## config.mk

```make
export PLATFORM = sky130hd
export DESIGN_NAME = sdft_bin_update_pipe
export DESIGN_NICKNAME = d
export VERILOG_FILES = /design/src/rtl/sdft_bin_update_pipe.sv
export SDC_FILE = /design/constraint.sdc
export NUM_CORES = 2
export LEC_CHECK = 0
export ABC_CLOCK_PERIOD_IN_PS = 11200
export CORE_ASPECT_RATIO = 1.5
export CORE_MARGIN = 4
export CORE_UTILIZATION = 28
export DETAILED_ROUTE_END_ITERATION = 16
export SETUP_SLACK_MARGIN = 0.15
export SYNTH_ARGS = -nofsm -noshare
export SYNTH_HDL_FRONTEND = slang
export SYNTH_SLANG_ARGS = --single-unit
```

## constraint.sdc

```tcl
create_clock -name clk -period 11.2 [get_ports clk]
set_clock_uncertainty 0.1 [all_clocks]
set_input_delay 1.68 -clock clk [delete_from_list [all_inputs] [get_ports clk]]
set_output_delay 1.68 -clock clk [all_outputs]
set_load 0.005 [all_outputs]
```

## src/rtl/sdft_bin_update_pipe.sv

```systemverilog
// Sliding-DFT bin update: Xk_new = twiddle * (Xk_prev + sample_diff), one bin per beat,
// with a stall-all valid/ready pipeline, rounding/saturation and frame counting.
module sdft_bin_update_pipe #(
    parameter int WORD_WIDTH   = 16,
    parameter int FFT_SIZE     = 512,
    parameter int FRAC_BITS    = 15,
    parameter int MULT_LATENCY = 3,
    parameter int SAT_EN       = 1,
    localparam int IDX_W       = $clog2(FFT_SIZE)
) (
    input  logic                    clk,
    input  logic                    reset_n,
    input  logic                    i_valid,
    output logic                    o_in_ready,
    input  logic [WORD_WIDTH-1:0]   i_sample_diff,
    input  logic [2*WORD_WIDTH-1:0] i_twiddle,
    input  logic [2*WORD_WIDTH-1:0] i_xk_prev,
    input  logic [IDX_W-1:0]        i_idx,
    input  logic                    i_wr_en,
    input  logic                    i_last,
    output logic                    o_valid,
    input  logic                    i_out_ready,
    output logic [2*WORD_WIDTH-1:0] o_xk,
    output logic [IDX_W-1:0]        o_idx,
    output logic                    o_wr_en,
    output logic                    o_last,
    output logic                    o_sat,
    output logic                    o_frame_done,
    output logic [15:0]             o_frame_count
);

    localparam int W      = WORD_WIDTH;
    localparam int ML     = MULT_LATENCY;
    localparam int FULL_W = 2 * W + 2;
    localparam int SB_W   = IDX_W + 2;

    localparam logic signed [FULL_W-1:0] RND   = FULL_W'(longint'(1) << (FRAC_BITS - 1));
    localparam logic signed [FULL_W-1:0] MAX_V = FULL_W'((longint'(1) << (W - 1)) - 1);
    localparam logic signed [FULL_W-1:0] MIN_V = ~MAX_V;

    // Valid/ready: a beat moves on a cycle where valid && ready are both high at the rising
    // edge. The whole pipe advances together unless the output beat is held (o_valid && !i_out_ready).
    logic stall;
    logic adv;

    // Stage 0: pre-add result plus operands and sideband {idx, wr_en, last}
    logic                v0_q, v0_d;
    logic [W:0]          pre_re0_q, pre_re0_d;
    logic [W-1:0]        im0_q, im0_d;
    logic [W-1:0]        c0_q, c0_d;
    logic [W-1:0]        d0_q, d0_d;
    logic [SB_W-1:0]     sb0_q, sb0_d;

    // Stages 1..ML: stage 1 holds the rounded result; later stages are delay for retiming
    logic [ML-1:0]                 st_v_q, st_v_d;
    logic [ML-1:0][2*W-1:0]        st_xk_q, st_xk_d;
    logic [ML-1:0]                 st_sat_q, st_sat_d;
    logic [ML-1:0][SB_W-1:0]       st_sb_q, st_sb_d;

    logic        fd_q, fd_d;
    logic [15:0] fc_q, fc_d;

    logic signed [FULL_W-1:0] pre_x, im_x, c_x, d_x;
    logic signed [FULL_W-1:0] re_full, im_full;
    logic [W:0]               re_cs, im_cs;

    // Returns {clamped, value}: round half-up, then clamp or wrap to W bits
    function automatic logic [W:0] round_clamp(input logic signed [FULL_W-1:0] v);
        logic signed [FULL_W-1:0] r;
        r = (v + RND) >>> FRAC_BITS;
        if (SAT_EN != 0) begin
            if (r > MAX_V) begin
                return {1'b1, MAX_V[W-1:0]};
            end else if (r < MIN_V) begin
                return {1'b1, MIN_V[W-1:0]};
            end
        end
        return {1'b0, r[W-1:0]};
    endfunction

    always_comb begin
        stall = st_v_q[ML-1] && !i_out_ready;
        adv   = !stall;

        pre_x   = FULL_W'($signed(pre_re0_q));
        im_x    = FULL_W'($signed(im0_q));
        c_x     = FULL_W'($signed(c0_q));
        d_x     = FULL_W'($signed(d0_q));
        re_full = pre_x * c_x - im_x * d_x;
        im_full = pre_x * d_x + im_x * c_x;
        re_cs   = round_clamp(re_full);
        im_cs   = round_clamp(im_full);

        v0_d      = v0_q;
        pre_re0_d = pre_re0_q;
        im0_d     = im0_q;
        c0_d      = c0_q;
        d0_d      = d0_q;
        sb0_d     = sb0_q;
        st_v_d    = st_v_q;
        st_xk_d   = st_xk_q;
        st_sat_d  = st_sat_q;
        st_sb_d   = st_sb_q;

        if (adv) begin
            v0_d      = i_valid;
            pre_re0_d = {i_xk_prev[2*W-1], i_xk_prev[2*W-1:W]} + {i_sample_diff[W-1], i_sample_diff};
            im0_d     = i_xk_prev[W-1:0];
            c0_d      = i_twiddle[2*W-1:W];
            d0_d      = i_twiddle[W-1:0];
            sb0_d     = {i_idx, i_wr_en, i_last};

            st_v_d[0]   = v0_q;
            st_xk_d[0]  = {re_cs[W-1:0], im_cs[W-1:0]};
            st_sat_d[0] = re_cs[W] | im_cs[W];
            st_sb_d[0]  = sb0_q;
            for (int k = 1; k < ML; k++) begin
                st_v_d[k]   = st_v_q[k-1];
                st_xk_d[k]  = st_xk_q[k-1];
                st_sat_d[k] = st_sat_q[k-1];
                st_sb_d[k]  = st_sb_q[k-1];
            end
        end

        // Frame completes only on an accepted last beat; pulse lands the following cycle
        fd_d = st_v_q[ML-1] && i_out_ready && st_sb_q[ML-1][0];
        fc_d = fc_q + 16'(fd_d);
    end

    always_ff @(posedge clk or negedge reset_n) begin
        if (!reset_n) begin
            v0_q      <= 1'b0;
            pre_re0_q <= '0;
            im0_q     <= '0;
            c0_q      <= '0;
            d0_q      <= '0;
            sb0_q     <= '0;
            st_v_q    <= '0;
            st_xk_q   <= '0;
            st_sat_q  <= '0;
            st_sb_q   <= '0;
            fd_q      <= 1'b0;
            fc_q      <= '0;
        end else begin
            v0_q      <= v0_d;
            pre_re0_q <= pre_re0_d;
            im0_q     <= im0_d;
            c0_q      <= c0_d;
            d0_q      <= d0_d;
            sb0_q     <= sb0_d;
            st_v_q    <= st_v_d;
            st_xk_q   <= st_xk_d;
            st_sat_q  <= st_sat_d;
            st_sb_q   <= st_sb_d;
            fd_q      <= fd_d;
            fc_q      <= fc_d;
        end
    end

    assign o_in_ready    = !stall;
    assign o_valid       = st_v_q[ML-1];
    assign o_xk          = st_xk_q[ML-1];
    assign o_sat         = st_sat_q[ML-1];
    assign o_idx         = st_sb_q[ML-1][SB_W-1:2];
    assign o_wr_en       = st_sb_q[ML-1][1];
    assign o_last        = st_sb_q[ML-1][0];
    assign o_frame_done  = fd_q;
    assign o_frame_count = fc_q;

endmodule
```

==> results.cfg <==
[worst_setup_path]
crit_top_cell = fa_1
crit_type = reg2reg
cp-start-kind = register
arrival_ns = 9.78
crit_family = adder cells
cp.required_ns = 11.54
rr_endpoint = st_sat_q[0]$_DFFE_PN0N_
critical_path.endpoint_type = register
worst_r2r_startpoint = c0_q[0]$_DFFE_PN0N_
cp_cell_sequence = and2_1, fa_1, fa_1, inv_1, fa_1, inv_1, fa_1, fa_1, fa_1, fa_1, inv_1, fa_1, inv_1, ha_1, nand4_1, nor2_1, nand4_1, a21oi_1, nor3_2, a21oi_1, a21oi_1, nand4b_1, a31oi_2, a41oi_1
cp_max_fo = 19
slowest_stage = dfrtp_1
reg2reg_depth = 24
reg2reg_slack_ns = 1.76
cp_num_buf_inv = 4
max_stage_delay_ns = 0.97

[placed_design]
place_congestion = 0.858
post_dp_cell_area_um2 = 54500
pre_cts_slack_ns = 1.86
place_inst = 7770
hpwl_mm = 109
port_buffers = 157

[cts]
cts_made_buffers = 27
clk_path_buf_depth = 3
clkTransAtPathRegs_ns = 0.07
cts_setup_buffers = 0
clockRootBuffer = clkbuf_16
clk-insertion-delay-late_ns = 0.63
cts.repair.resized = 0
cts_sinks = 229
cts_tree = done
h-tree-depth = 1
hold_buffers = 0

[synth]
ys_ff_latch = 229
ys_types = 62
synth_top_family_by_area = adder cells
syn_area_um2 = 50500
synthesis.instances = 5422
synth_edf_count = 0
synth_xor_area_share_pct = 1.49
synth-simple-area-share_pct = 16.1
synth_nets = 7056
synth_ff_type = dfrtp_1
synth_compound_area_share_pct = 2.29
synth_fa_ha_area_share_pct = 56.2
ys_seq_area_share_pct = 11.3
synthArstFlopShare_pct = 100
synthMuxAreaShare_pct = 0.0396
avgSynthCellArea_um2 = 9.32
yosys_warnings = 0

[routing]
drc = 0
via_per_inst = 4.46
vias = 34900
drt_pass1_iterations = 5
wirelength_mm = 137
drt_iter0_drc = 1760
final_antenna_net_count = 0
wl_per_cell_um = 17.5

[floorplanning]
die_h_um = 528
initial_utilization_pct = 28.2
io-pin-count = 158
rows = 190
dieArea_um2 = 187000
die_w_um = 355
coreArea_um2 = 179000

[global_routing]
grt_overflow = 0
grt_max_degree = 122
grt_pass1_wl_mm = 220
track_usage_pct = 15.0
antenna_found_initial = 4
grt_pass1_vias = 39300

[finish]
drive_gt1_share_pct = 2.73
nNetsFinal = 7033
layout_commonest_cell = inv_1
final_cells = 7821
area_growth_pct = 9.63
final_area_um2 = 55400
final_cell_mix = inv_1, fa_1, nand2_1
fillers = 18600

[flow_run]
max_cap_violations = 0

[timing]
slew_headroom_pct = 10.1
rsz0062_at_grt = no
setup_viol = 0
report.final.slew_viol_count = 0
fin_tns_setup_ns = 0
hold_viol = 0
worst_pin_slew_ns = 1.35
fmax_mhz = 106
fin_ws_ns = 1.76
period_share_pct = 84.2
period_needed_ns = 9.44

[status]
status = finished, final reports clean

[min_path]
hold-path-endpoint = st_v_q[2]$_DFFE_PN0N_
min_from = st_v_q[1]$_DFFE_PN0N_
min_path_type = reg2reg
hold_path_depth = 1
==> worst max-delay path by stage <==
| stage | startpoint | cells after the start | endpoint | slack (ns) |
|---|---|---|---|---|
| after detailed placement | c0_q[0]$_DFFE_PN0N_ | 24 | st_sat_q[0]$_DFFE_PN0N_ | 1.86 |
| after global placement | c0_q[0]$_DFFE_PN0N_ | 24 | st_sat_q[0]$_DFFE_PN0N_ | 2.02 |
| final | c0_q[0]$_DFFE_PN0N_ | 24 | st_sat_q[0]$_DFFE_PN0N_ | 1.76 |
| after floorplan | d0_q[0]$_DFFE_PN0N_ | 29 | st_xk_q[27]$_DFFE_PN0N_ | 3.38 |
| after global routing | c0_q[0]$_DFFE_PN0N_ | 24 | st_sat_q[0]$_DFFE_PN0N_ | 1.34 |
| after CTS | c0_q[0]$_DFFE_PN0N_ | 24 | st_sat_q[0]$_DFFE_PN0N_ | 1.80 |
==> state kept, by name, summed over array words and instances, names as in the netlist, 3 cells and up <==
name,flops
c0_q,16
d0_q,16
im0_q,16
o_frame_count,16
o_idx,9
o_xk,32
pre_re0_q,17
sb0_q,11
st_sat_q,3
st_sb_q,22
st_v_q,3
st_xk_q,64
==> cells in the mapped netlist (3+ instances only) <==
cell      count  area (um2)
xnor2_1      60         526
a21o_1       12        90.1
o21ai_0      33         165
o31ai_1       6        45.0
nand2b_1     24         150
fa_1       1217       24400
nor3_1       15        75.1
buf_4        42         315
o211ai_1      3        22.5
a21oi_1      64         320
nor2_1      117         439
o21a_1        6        45.0
xor2_1       26         228
ha_1        322        4030
nand3_1      20         100
a211oi_1      6        45.0
and4_1        3        26.3
dfrtp_1     229        5730
inv_1      1350        5070
a21boi_0      6        45.0
or3_1         5        31.3
clkbuf_1    240         901
and2_1      532        3330
nor3b_1       4        30.0
o21bai_1      5        37.5
nand2_1     998        3750
a31oi_1      18         113
nor2b_1       4        25.0
nand4_1       8        50.1
and3_1        7        43.8
==> per-layer routing <==
metal,vias up,GRT usage [%],wire (um)
met1,18400,16.9,49400
li1,15300,-,-
met5,-,0,0
met4,0,8.82,9700
met2,893,27.7,72400
met3,310,1.35,5490
==> cell families after synthesis <==
family,after synthesis
xor+xnor,86
compound gates,179
mux,2
flops,229
buf+inv,1637
fa+ha+maj,1539
simple gates,1750
==> per-stage QoR <==
stage	hold WS [ns]	util, %
after global routing	0.383	30.9
after floorplan	0.330	-
after CTS	0.365	30.9
after detailed placement	0.355	30.4
final	0.359	30.9
after global placement	0.349	30.4
==> worst register-to-register path, delay by kind of cell, from the launching register on <==
kind	cells	cell delay, ns
adders and majority gates	9	4.42
and+or+nand+nor	6	1.89
AOI/OAI and AO/OA	5	1.69
DFF	1	0.97
buffers and inverters	4	0.20
==> cell type report <==
cell class | count | area, um2 | share of cell area (%)
flip-flops and latches | 229 | 5740 | 10.4
inverters | 1351 | 5080 | 9.17
well taps | 2400 | 3000 | 5.42
repair buffers | 234 | 2170 | 3.91
diodes | 1 | 2.50 | 0.00452
clock buffers | 33 | 708 | 1.28
clock inverters | 17 | 196 | 0.355
multi-input cells | 3556 | 38500 | 69.5
Power is left out: the tool's default activity adds up to more than one toggle a clock period on the data nets, which glitch-free logic cannot reach.
